[config.mk]
export PLATFORM = sky130hd
export DESIGN_NAME = boss_motion_ctrl
export DESIGN_NICKNAME = d
export VERILOG_FILES = /design/src/rtl/boss_pkg.sv /design/src/rtl/boss_tick_gen.sv /design/src/rtl/boss_motion_ctrl.sv
export SDC_FILE = /design/constraint.sdc
export NUM_CORES = 1
export LEC_CHECK = 0
export ABC_AREA = 1
export BUFFER_PORTS_ARGS = -buffer_cell sky130_fd_sc_hd__buf_4
export CAP_MARGIN = 10
export CORE_AREA = 2 2 91 93
export DETAILED_ROUTE_END_ITERATION = 16
export DIE_AREA = 0 0 93 95
export PLACE_DENSITY_LB_ADDON = 0.25
export SYNTH_ARGS = -nofsm -noshare
export SYNTH_HDL_FRONTEND = slang
export SYNTH_SLANG_ARGS = --single-unit
[constraint.sdc]
create_clock -name clk -period 3.5 [get_ports clk]
set_clock_uncertainty 0.1 [all_clocks]
set_input_delay 0.35 -clock clk [delete_from_list [all_inputs] [get_ports clk]]
set_output_delay 0.35 -clock clk [all_outputs]
set_load 0.03 [all_outputs]
[src/rtl/boss_pkg.sv]
// ============================================================================
//  Module : boss_pkg
//  Brief  : Shared game-state codes, boss direction/pose encodings and helpers.
//  Rev    : 1.0  initial release
// ============================================================================
`default_nettype none

package boss_pkg;

    typedef enum logic [3:0] {
        GS_TITLE  = 4'd0,
        GS_INTRO  = 4'd1,
        GS_STAGE1 = 4'd2,
        GS_CLEAR1 = 4'd3,
        GS_STAGE2 = 4'd4,
        GS_CLEAR2 = 4'd5,
        GS_STAGE3 = 4'd6,
        GS_WIN    = 4'd7,
        GS_FAIL   = 4'd8
    } game_state_e;

    typedef enum logic [1:0] {
        DIR_UP    = 2'd0,
        DIR_RIGHT = 2'd1,
        DIR_LEFT  = 2'd2,
        DIR_DOWN  = 2'd3
    } dir_e;

    typedef enum logic [1:0] {
        FSM_IDLE = 2'd0,
        FSM_WALK = 2'd1,
        FSM_TURN = 2'd2
    } boss_fsm_e;

    localparam logic [3:0] POSE_UP1    = 4'd0;
    localparam logic [3:0] POSE_UP2    = 4'd1;
    localparam logic [3:0] POSE_UP3    = 4'd2;
    localparam logic [3:0] POSE_RIGHT1 = 4'd3;
    localparam logic [3:0] POSE_RIGHT2 = 4'd4;
    localparam logic [3:0] POSE_RIGHT3 = 4'd5;
    localparam logic [3:0] POSE_LEFT1  = 4'd6;
    localparam logic [3:0] POSE_LEFT2  = 4'd7;
    localparam logic [3:0] POSE_LEFT3  = 4'd8;
    localparam logic [3:0] POSE_DOWN1  = 4'd9;
    localparam logic [3:0] POSE_DOWN2  = 4'd10;
    localparam logic [3:0] POSE_DOWN3  = 4'd11;

    localparam int unsigned SPRITE_W = 20;
    localparam int unsigned SPRITE_H = 20;
    localparam int unsigned SCREEN_W = 320;
    localparam int unsigned SCREEN_H = 240;

    function automatic logic [3:0] pose_code(input dir_e d, input logic [1:0] f);
        return ({2'b00, d} * 4'd3) + {2'b00, f};
    endfunction

    function automatic dir_e next_patrol_dir(input dir_e d);
        case (d)
            DIR_RIGHT: return DIR_DOWN;
            DIR_DOWN:  return DIR_LEFT;
            DIR_LEFT:  return DIR_UP;
            default:   return DIR_RIGHT;
        endcase
    endfunction

    // True when one more pixel in direction d would leave the inclusive box.
    function automatic logic move_blocked(input dir_e d,
                                          input logic [8:0] x, input logic [8:0] y,
                                          input logic [8:0] x_min, input logic [8:0] x_max,
                                          input logic [8:0] y_min, input logic [8:0] y_max);
        case (d)
            DIR_UP:    return (y <= y_min);
            DIR_DOWN:  return (y >= y_max);
            DIR_LEFT:  return (x <= x_min);
            default:   return (x >= x_max);
        endcase
    endfunction

    function automatic logic axis_aligned(input dir_e d,
                                          input logic [8:0] bx, input logic [8:0] by,
                                          input logic [8:0] px, input logic [8:0] py);
        if (d == DIR_LEFT || d == DIR_RIGHT) begin
            return (bx == px);
        end
        return (by == py);
    endfunction

    // Larger distance axis wins, ties go to x.
    function automatic dir_e chase_dir(input logic [8:0] bx, input logic [8:0] by,
                                       input logic [8:0] px, input logic [8:0] py);
        logic [8:0] dx;
        logic [8:0] dy;
        dx = (px >= bx) ? (px - bx) : (bx - px);
        dy = (py >= by) ? (py - by) : (by - py);
        if (dx >= dy) begin
            return (px > bx) ? DIR_RIGHT : DIR_LEFT;
        end
        return (py > by) ? DIR_DOWN : DIR_UP;
    endfunction

endpackage

`default_nettype wire

[src/rtl/boss_tick_gen.sv]
// ============================================================================
//  Module : boss_tick_gen
//  Brief  : MOVE_DIV clock divider with enable/clear, emits a 1-cycle tick.
//  Rev    : 1.0  initial release
// ============================================================================
`default_nettype none

module boss_tick_gen #(
    parameter int unsigned MOVE_DIV = 500000
) (
    input  logic clk,
    input  logic rst,
    input  logic clr,
    input  logic en,
    output logic tick
);

    localparam int c_CW = $clog2(MOVE_DIV);
    localparam logic [c_CW-1:0] c_LAST = c_CW'(MOVE_DIV - 1);

    logic [c_CW-1:0] cnt_q;
    logic            w_wrap;

    assign w_wrap = (cnt_q == c_LAST);
    assign tick   = en && w_wrap;

    always_ff @(posedge clk) begin
        if (rst || clr) begin
            cnt_q <= '0;
        end else if (en) begin
            cnt_q <= w_wrap ? '0 : cnt_q + c_CW'(1);
        end
    end

endmodule

`default_nettype wire

[src/rtl/boss_motion_ctrl.sv]
// ============================================================================
//  Module : boss_motion_ctrl
//  Brief  : STAGE3 boss position/animation sequencer (patrol walk, timed turns).
//           Define BOSS_CHASE_EN to steer toward the player instead of patrolling.
//  Rev    : 1.0  initial release
// ============================================================================
`default_nettype none

module boss_motion_ctrl
    import boss_pkg::*;
#(
    parameter int unsigned MOVE_DIV   = 500000,
    parameter int unsigned ANIM_STEPS = 4,
    parameter int unsigned TURN_CYC   = 2,
    parameter int unsigned X_MIN      = 20,
    parameter int unsigned X_MAX      = 280,
    parameter int unsigned Y_MIN      = 20,
    parameter int unsigned Y_MAX      = 200,
    parameter int unsigned SEG_LEN    = 40
) (
    input  logic       clk,
    input  logic       rst,
    input  logic [3:0] state,
    input  logic       freeze,
    input  logic [8:0] player_x,
    input  logic [8:0] player_y,
    output logic [8:0] boss_x,
    output logic [8:0] boss_y,
    output logic [3:0] boss_state,
    output logic       step_pulse
);

    localparam logic [8:0] c_X_MIN = 9'(X_MIN);
    localparam logic [8:0] c_X_MAX = 9'(X_MAX);
    localparam logic [8:0] c_Y_MIN = 9'(Y_MIN);
    localparam logic [8:0] c_Y_MAX = 9'(Y_MAX);

    localparam int c_AW = (ANIM_STEPS > 1) ? $clog2(ANIM_STEPS) : 1;
    localparam int c_TW = (TURN_CYC > 1) ? $clog2(TURN_CYC) : 1;
    localparam logic [c_AW-1:0] c_ANIM_LAST = c_AW'(ANIM_STEPS - 1);
    localparam logic [c_TW-1:0] c_TURN_LAST = c_TW'(TURN_CYC - 1);

    boss_fsm_e       fsm_q,   fsm_d;
    logic [8:0]      x_q,     x_d;
    logic [8:0]      y_q,     y_d;
    dir_e            dir_q,   dir_d;
    logic [1:0]      frame_q, frame_d;
    logic [c_AW-1:0] step_q,  step_d;
    logic [c_TW-1:0] turn_q,  turn_d;
    logic            pulse_q, pulse_d;

    logic       w_active;
    logic       w_run;
    logic       w_tick;
    logic       w_blocked_now;
    logic       w_blocked_next;
    logic [8:0] w_nx;
    logic [8:0] w_ny;
    dir_e       w_turn_dir;

    assign w_active = (state == GS_STAGE3);
    assign w_run    = w_active && !freeze;

    boss_tick_gen #(
        .MOVE_DIV (MOVE_DIV)
    ) u_tick (
        .clk  (clk),
        .rst  (rst),
        .clr  (!w_active),
        .en   (w_run),
        .tick (w_tick)
    );

`ifdef BOSS_CHASE_EN
    localparam int c_SW = $clog2(SEG_LEN + 1);
    localparam logic [c_SW-1:0] c_SEG_LEN = c_SW'(SEG_LEN);

    logic [c_SW-1:0] seg_q, seg_d;
    logic            w_both_aligned;

    assign w_both_aligned = (x_q == player_x) && (y_q == player_y);
    assign w_blocked_now  = move_blocked(dir_q, x_q, y_q, c_X_MIN, c_X_MAX, c_Y_MIN, c_Y_MAX)
                          | axis_aligned(dir_q, x_q, y_q, player_x, player_y);
    assign w_blocked_next = move_blocked(dir_q, w_nx, w_ny, c_X_MIN, c_X_MAX, c_Y_MIN, c_Y_MAX)
                          | axis_aligned(dir_q, w_nx, w_ny, player_x, player_y)
                          | ((seg_q + c_SW'(1)) == c_SEG_LEN);
    assign w_turn_dir     = chase_dir(w_nx, w_ny, player_x, player_y);
`else
    logic w_unused_player;

    assign w_unused_player = ^{player_x, player_y};
    assign w_blocked_now   = move_blocked(dir_q, x_q, y_q, c_X_MIN, c_X_MAX, c_Y_MIN, c_Y_MAX);
    assign w_blocked_next  = move_blocked(dir_q, w_nx, w_ny, c_X_MIN, c_X_MAX, c_Y_MIN, c_Y_MAX);
    assign w_turn_dir      = next_patrol_dir(dir_q);
`endif

    // Candidate position; bounds are checked first so the 9-bit math never wraps.
    always_comb begin
        w_nx = x_q;
        w_ny = y_q;
        if (!w_blocked_now) begin
            case (dir_q)
                DIR_UP:    w_ny = y_q - 9'd1;
                DIR_DOWN:  w_ny = y_q + 9'd1;
                DIR_LEFT:  w_nx = x_q - 9'd1;
                default:   w_nx = x_q + 9'd1;
            endcase
        end
    end

    always_comb begin
        fsm_d   = fsm_q;
        x_d     = x_q;
        y_d     = y_q;
        dir_d   = dir_q;
        frame_d = frame_q;
        step_d  = step_q;
        turn_d  = turn_q;
        pulse_d = 1'b0;
`ifdef BOSS_CHASE_EN
        seg_d   = seg_q;
`endif
        case (fsm_q)
            FSM_IDLE: begin
                fsm_d = FSM_WALK;
            end
            FSM_WALK: begin
                if (w_tick) begin
                    if (!w_blocked_now) begin
                        x_d     = w_nx;
                        y_d     = w_ny;
                        pulse_d = 1'b1;
                        if (step_q == c_ANIM_LAST) begin
                            step_d  = '0;
                            frame_d = (frame_q == 2'd2) ? 2'd0 : frame_q + 2'd1;
                        end else begin
                            step_d  = step_q + c_AW'(1);
                        end
`ifdef BOSS_CHASE_EN
                        seg_d   = seg_q + c_SW'(1);
`endif
                    end
                    // Turn decision is made on the post-move position.
                    if (w_blocked_now || w_blocked_next) begin
                        fsm_d   = FSM_TURN;
                        dir_d   = w_turn_dir;
                        frame_d = 2'd0;
                        turn_d  = '0;
                    end
                end
            end
            FSM_TURN: begin
                if (w_tick) begin
                    if (turn_q == c_TURN_LAST) begin
                        turn_d = '0;
`ifdef BOSS_CHASE_EN
                        if (w_both_aligned) begin
                            dir_d = chase_dir(x_q, y_q, player_x, player_y);
                        end else begin
                            fsm_d  = FSM_WALK;
                            step_d = '0;
                            seg_d  = '0;
                        end
`else
                        fsm_d  = FSM_WALK;
                        step_d = '0;
`endif
                    end else begin
                        turn_d = turn_q + c_TW'(1);
                    end
                end
            end
            default: begin
                fsm_d = FSM_IDLE;
            end
        endcase
    end

    always_ff @(posedge clk) begin
        if (rst || !w_active) begin
            fsm_q   <= FSM_IDLE;
            x_q     <= c_X_MIN;
            y_q     <= c_Y_MIN;
            dir_q   <= DIR_RIGHT;
            frame_q <= 2'd0;
            step_q  <= '0;
            turn_q  <= '0;
            pulse_q <= 1'b0;
`ifdef BOSS_CHASE_EN
            seg_q   <= '0;
`endif
        end else if (freeze) begin
            pulse_q <= 1'b0;
        end else begin
            fsm_q   <= fsm_d;
            x_q     <= x_d;
            y_q     <= y_d;
            dir_q   <= dir_d;
            frame_q <= frame_d;
            step_q  <= step_d;
            turn_q  <= turn_d;
            pulse_q <= pulse_d;
`ifdef BOSS_CHASE_EN
            seg_q   <= seg_d;
`endif
        end
    end

    assign boss_x     = x_q;
    assign boss_y     = y_q;
    assign boss_state = pose_code(dir_q, frame_q);
    assign step_pulse = pulse_q;

endmodule

`default_nettype wire

### Word level (Yosys, flattened, before mapping)

Cells that the tools add are included.

* divide/modulo/power cells: 0
* reduce and logical (&&, ||, !) cells: 18
* $lt $le $gt $ge: 8
* shifts and indexed selects: 0
* multiply operators: 1
* $add $sub $neg: 9
* equality and inequality tests: 15
* multiplexer cells: 29
* bitwise logic cells: 4

Operators with widths (number)
* less-or-equal comparator 9 x 5 -> 1 bit, second input constant: 4
* case mux 9 bit (2 select lines): 2
* two-way mux 2 bit: 13
* adder 19 x 1 -> 19 bit, second input constant: 1
* equality test 19 bit, second input constant: 1
* two-way mux 19 bit: 1
* adder 9 x 1 -> 9 bit, second input constant: 2
* greater-or-equal comparator 9 x 8 -> 1 bit, second input constant: 2
* greater-or-equal comparator 9 bit, second input constant: 2
* two-way mux 9 bit: 2
* subtractor 9 x 1 -> 9 bit, second input constant: 2
* AND reduction 5 bit: 3
* case mux 2 bit (3 select lines): 2
* equality test 2 bit, second input constant: 5
* AND reduction 4 bit: 2
* inequality test 2 x 1 -> 1 bit, second input constant: 3
* inequality test 2 bit, second input constant: 3
* case mux 1 bit (3 select lines): 2
* AND reduction 6 bit: 1
* two-way mux 1 bit: 5
* adder 2 x 1 -> 2 bit, second input constant: 2
* adder 4 x 2 -> 4 bit: 1
* equality test 2 x 1 -> 1 bit, second input constant: 2
* equality test 4 x 3 -> 1 bit, second input constant: 1
* other kinds (12): 20

* memories kept: 0
* word-level logic and storage cells: 93
* latch bits: 0
* bits in read-only memories: 0
* bits in registers: 47
* memory bits (writable): 0

### Longest topological paths before layout

* word-level depth: 10
* mapped depth: 27

### Cells and area by module

From an unflattened synthesis, not the netlist that was laid out.

* cells, all modules: 633
* area total of the unflattened synthesis: 3900.0 µm²

Modules (own cells, without submodules)
* boss_motion_ctrl: area an instance 2866.5 µm², cells each 485, times used 1
* boss_tick_gen: area an instance 1033.5 µm², cells each 148, times used 1

### Least setup slack after synthesis

No wires, ideal clock.

* path kind: reg-to-reg
* start: reg dir_q[0]
* end: reg frame_q[1]
* path buffers: 0
* setup slack: 620 ps
* data arrival time: 2665 ps
* setup time: 115 ps
* clock period less this slack: 2880 ps
* required time: 3285 ps
* cell stages (with the launch flop): 21
* cell sequence: dfxtp_1 > inv_1 > ha_1 > ha_1 > a21oi_1 > nand2_1 > nand2_1 > nand2_1 > nand2_1 > nand3_1 > nand2_1 > nand2_1 > o21ai_1 > clkinv_1 > nand2_1 > nor2_1 > or3_4 > nand2_2 > nand3_2 > a21oi_1 > nor2_1

* longest elaborated chain between the ends: 9
* elaborated cells on any way between the ends: 19
* those cells by class: 4 x order compare; 3 x eq/ne; 7 x mux; 5 x reduce/logical

Ends and longest elaborated chain
* start, declared: RTL line boss_motion_ctrl.sv:46 `dir_e dir_q, dir_d;`
* start signal, assigned: RTL line boss_motion_ctrl.sv:198 `dir_q <= dir_d;`
* equality test 2 bit or logical NOT 2 bit (tied branches): RTL line boss_pkg.sv:71, boss_motion_ctrl.sv:102
* OR reduction 2 bit (no source line)
* case mux 9 bit (2 select lines): RTL line boss_motion_ctrl.sv:102 `case (dir_q)`
* two-way mux 9 bit: RTL line boss_motion_ctrl.sv:101 `if (!w_blocked_now) begin`
* greater-or-equal comparator 9 bit or less-or-equal comparator 9 x 5 -> 1 bit (tied branches): RTL line boss_pkg.sv:75, boss_pkg.sv:74
* case mux 1 bit (3 select lines): RTL line boss_pkg.sv:71 `case (d)`
* logical OR 1 bit: RTL line boss_motion_ctrl.sv:144 `if (w_blocked_now || w_blocked_next) begin`
* inequality test 2 x 1 -> 1 bit (no source line) or nonzero test 2 bit (tied branches)
* AND reduction 5 bit (no source line)
* end signal, assigned: RTL line boss_motion_ctrl.sv:199 `frame_q <= frame_d;`
* end, declared: RTL line boss_motion_ctrl.sv:47 `logic [1:0] frame_q, frame_d;`

Several ways; a longest one is shown, not always the timed one.
A chain may end at the register's enable or synchronous reset.

### Worst setup path in the final report

Same ends and word-level chain as after synthesis.

==> results.yml <==
run_status:
  status: "finished, final reports clean"
finish:
  area_growth_pct: 13.5
  drive_gt1_share_pct: 13.7
  layout.filler_cells: 813
  final_nets: 704
  num_antenna_cells: 0
  fin_area_mm2: 0.00436
  fin_util_pct: 54.9
timing:
  layout_worst_path_cycle_share_pct: 89.5
  hold_viol: 0
  min_period_ps: 3130
  whs_ps: 343
  clock.fmax_mhz: 319
  setup_tns_ps: 0
  tightest_slew_ps: 652
  maxSlewViolCount: 0
  grt_setup_unrepaired: "false"
  finalSetupViolCount: 0
  slew_headroom_pct: 56.5
worst_setup_path:
  cp_slowest_cell: "ha_1"
  end_kind: "flip-flop"
  critPathBufInv: 3
  critPathMaxFanout: 5
  crit_chain: "buf_4 > ha_2 > clkinvlp_4 > clkbuf_2 > ha_1 > nand2_1 > nand2_1 > a21oi_1 > nand3b_1 > nand2_1 > nand2_1 > nand2_1 > nand2_1 > nand2_1 > nand4_1 > nor2_1 > nand2_1 > nand3_1 > nand2_2 > nand2_2 > nand3_2 > a21oi_1 > nor2_1"
  cp_data_arrival_time_ps: 3240
  path_class: "flip-flop to flip-flop"
  path_depth: 23
  required_ps: 3610
  r2r_cells: 23
  slowest_delay_ps: 350
  cp_common_cell: "nand2_1"
  critPathTopFamily: "simple AND/OR/NAND/NOR gates"
  start_kind: "flip-flop"
detailed_routing:
  drcViolationCount: 0
  drtIter0Drc: 163
  wl_um: 9150
  via_per_inst: 5.20
  route.vias.total: 3930
  wire_per_inst_um: 12.1
  postRouteAntennaNets: 0
  firstDrtPassIters: 5
die:
  die_x_um: 93
  initial_core_util_pct: 48.4
  num_rows: 33
  die_y_um: 95
  die_area_mm2: 0.00884
  io-pin-count: 48
  core-area_mm2: 0.00793
grt:
  grt_pass1_wl_um: 15800
  grt_overflow_total: 0
  antenna_found_initial: 0
  grt_use_total_pct: 21.7
  grt_pass1_vias: 3625
  grt_max_degree: 23
clocking:
  ctsHoldBuffers: 0
  numCtsBuffers: 5
  path_clk_slew_ps: 90
  ctsHtreeMaxLevel: 2
  cts.sinks: 47
  cts_tree: "done"
  root_buffer: "clkbuf_8"
  clkLatencyLatePin_ps: 310
  cts_max_path_buffers: 2
synthesis:
  yosys.cell_types.count: 42
  ys_seq_area_share_pct: 24.5
  ys_top_cells_by_area: "dfxtp_1 (25%), nand2_1 (17%), inv_1 (8.5%)"
  synth_top_area_cell: "dfxtp_1"
  async_flop_share_pct: 0
  synth_edf_count: 0
  syn_nets: 671
  netlist.area_leader.share_pct: 24.5
  avgSynthCellArea_um2: 6.22
  yosys_warnings: 0
  synth_ff_type: "dfxtp_1"
  synthCells: 617
  ys_ff_latch: 47
  synth_area_mm2: 0.00384
pwr:
  power.leakage_nw: 2.05
  powerDensity_mw_per_mm2: 207
  peakVddDrop_mv: 0.198
  p_total_mw: 0.903
worst_hold_path:
  min_path_cells: 4
  min-delay-path-class: "primary input to flip-flop"
placement:
  hpwl_um: 6930
  port_buffers: 29
  place_area_mm2: 0.00418
  routabilityCongestion: 0.830
flow_run:
  drv_cap: 0
==> cells in the mapped netlist (all sizes together), types with 3 or more instances <==
library cell	count
xnor2	6
nor4	6
dfxtp	47
ha	25
nand3	57
fa	4
a211oi	4
a21oi	36
nor2	56
buf	5
o21bai	3
o21ai	30
nand3b	3
nand4	16
inv	94
nor3b	3
xor2	6
nor3	13
nand2	180
clkbuf	10
==> where the power goes <==
part	switching [mW]	internal, mW	total (mW)
sequential	0.000205	0.535	0.535
combinational	0.00899	0.00775	0.0167
clock	0.207	0.144	0.351
==> final timing paths <==
check / start / endpoint / slack (ps)
max: dir_q[0]$_SDFFE_PP1P_ / frame_q[1]$_SDFFE_PP0P_ / 370
max reg2reg: dir_q[0]$_SDFFE_PP1P_ / frame_q[1]$_SDFFE_PP0P_ / 370
min reg2reg: step_q[1]$_SDFFE_PP0P_ / step_q[1]$_SDFFE_PP0P_ / 390
min: freeze / u_tick.cnt_q[1]$_SDFFE_PP0P_ / 340
==> repair_timing <==
action	CTS	global route
resized for setup	0	13
buffers inserted	0	4
setup endpoints to repair	0	7
==> flip-flops by register name (all words and copies together) (netlist names) <==
signal	cells
boss_x	9
fsm_q	2
step_q	2
frame_q	2
dir_q	2
boss_y	9
step_pulse	1
turn_q	1
u_tick.cnt_q	19
==> per-layer routing <==
layer	wire, um	global-route usage (%)
met2	4530	40.5
met1	4070	26.7
met5	0	0
met3	441	2.95
met4	110	4.29
==> final cells by class <==
| cell class | count | area, um2 | share of cell area, % |
|---|---|---|---|
| multi-input combinational | 460 | 2530 | 58.0 |
| sequential | 47 | 942 | 21.6 |
| inverter | 95 | 360 | 8.27 |
| timing repair buffer | 41 | 305 | 7.01 |
| tap | 105 | 131 | 3.02 |
| clock buffer | 6 | 72.6 | 1.67 |
| clock inverter | 2 | 17.5 | 0.402 |
==> cell families (layout without fill, tap and decap cells) <==
logic type,Yosys count,count (layout),share of synthesized area (%)
AOI/OAI and AO/OA,81,81,11.5
xor gates and xnor gates,12,12,2.74
adders and majority gates,29,29,10.2
buffers and inverters,110,144,11.1
DFF,47,47,24.5
and+or+nand+nor,338,338,39.8
==> cells in the final DEF (no fill, tap or decap), types with 5 or more instances in the layout <==
cell type	n
a21oi_1	34
buf_4	40
clkbuf_8	5
dfxtp_1	46
ha_1	18
inv_1	86
inv_2	7
nand2_1	176
nand3_1	53
nand4_1	15
nor2_1	50
nor2_2	5
nor3_1	9
nor4_1	6
o21ai_0	22
o21ai_1	8
xnor2_1	6
xor2_1	6
==> tightest hold or removal path: cells and delay by family <==
kind            cells  cell delay [ps]
buf+inv             2              150
compound gates      1              150
simple gates        1               60
==> metrics by stage <==
stage,cells,setup slack [ps]
after CTS,752,174
after global routing,756,27.0
final,756,369
after global placement,744,316
after floorplan,617,620
after detailed placement,744,208
(Power assumes the default switching activity.)
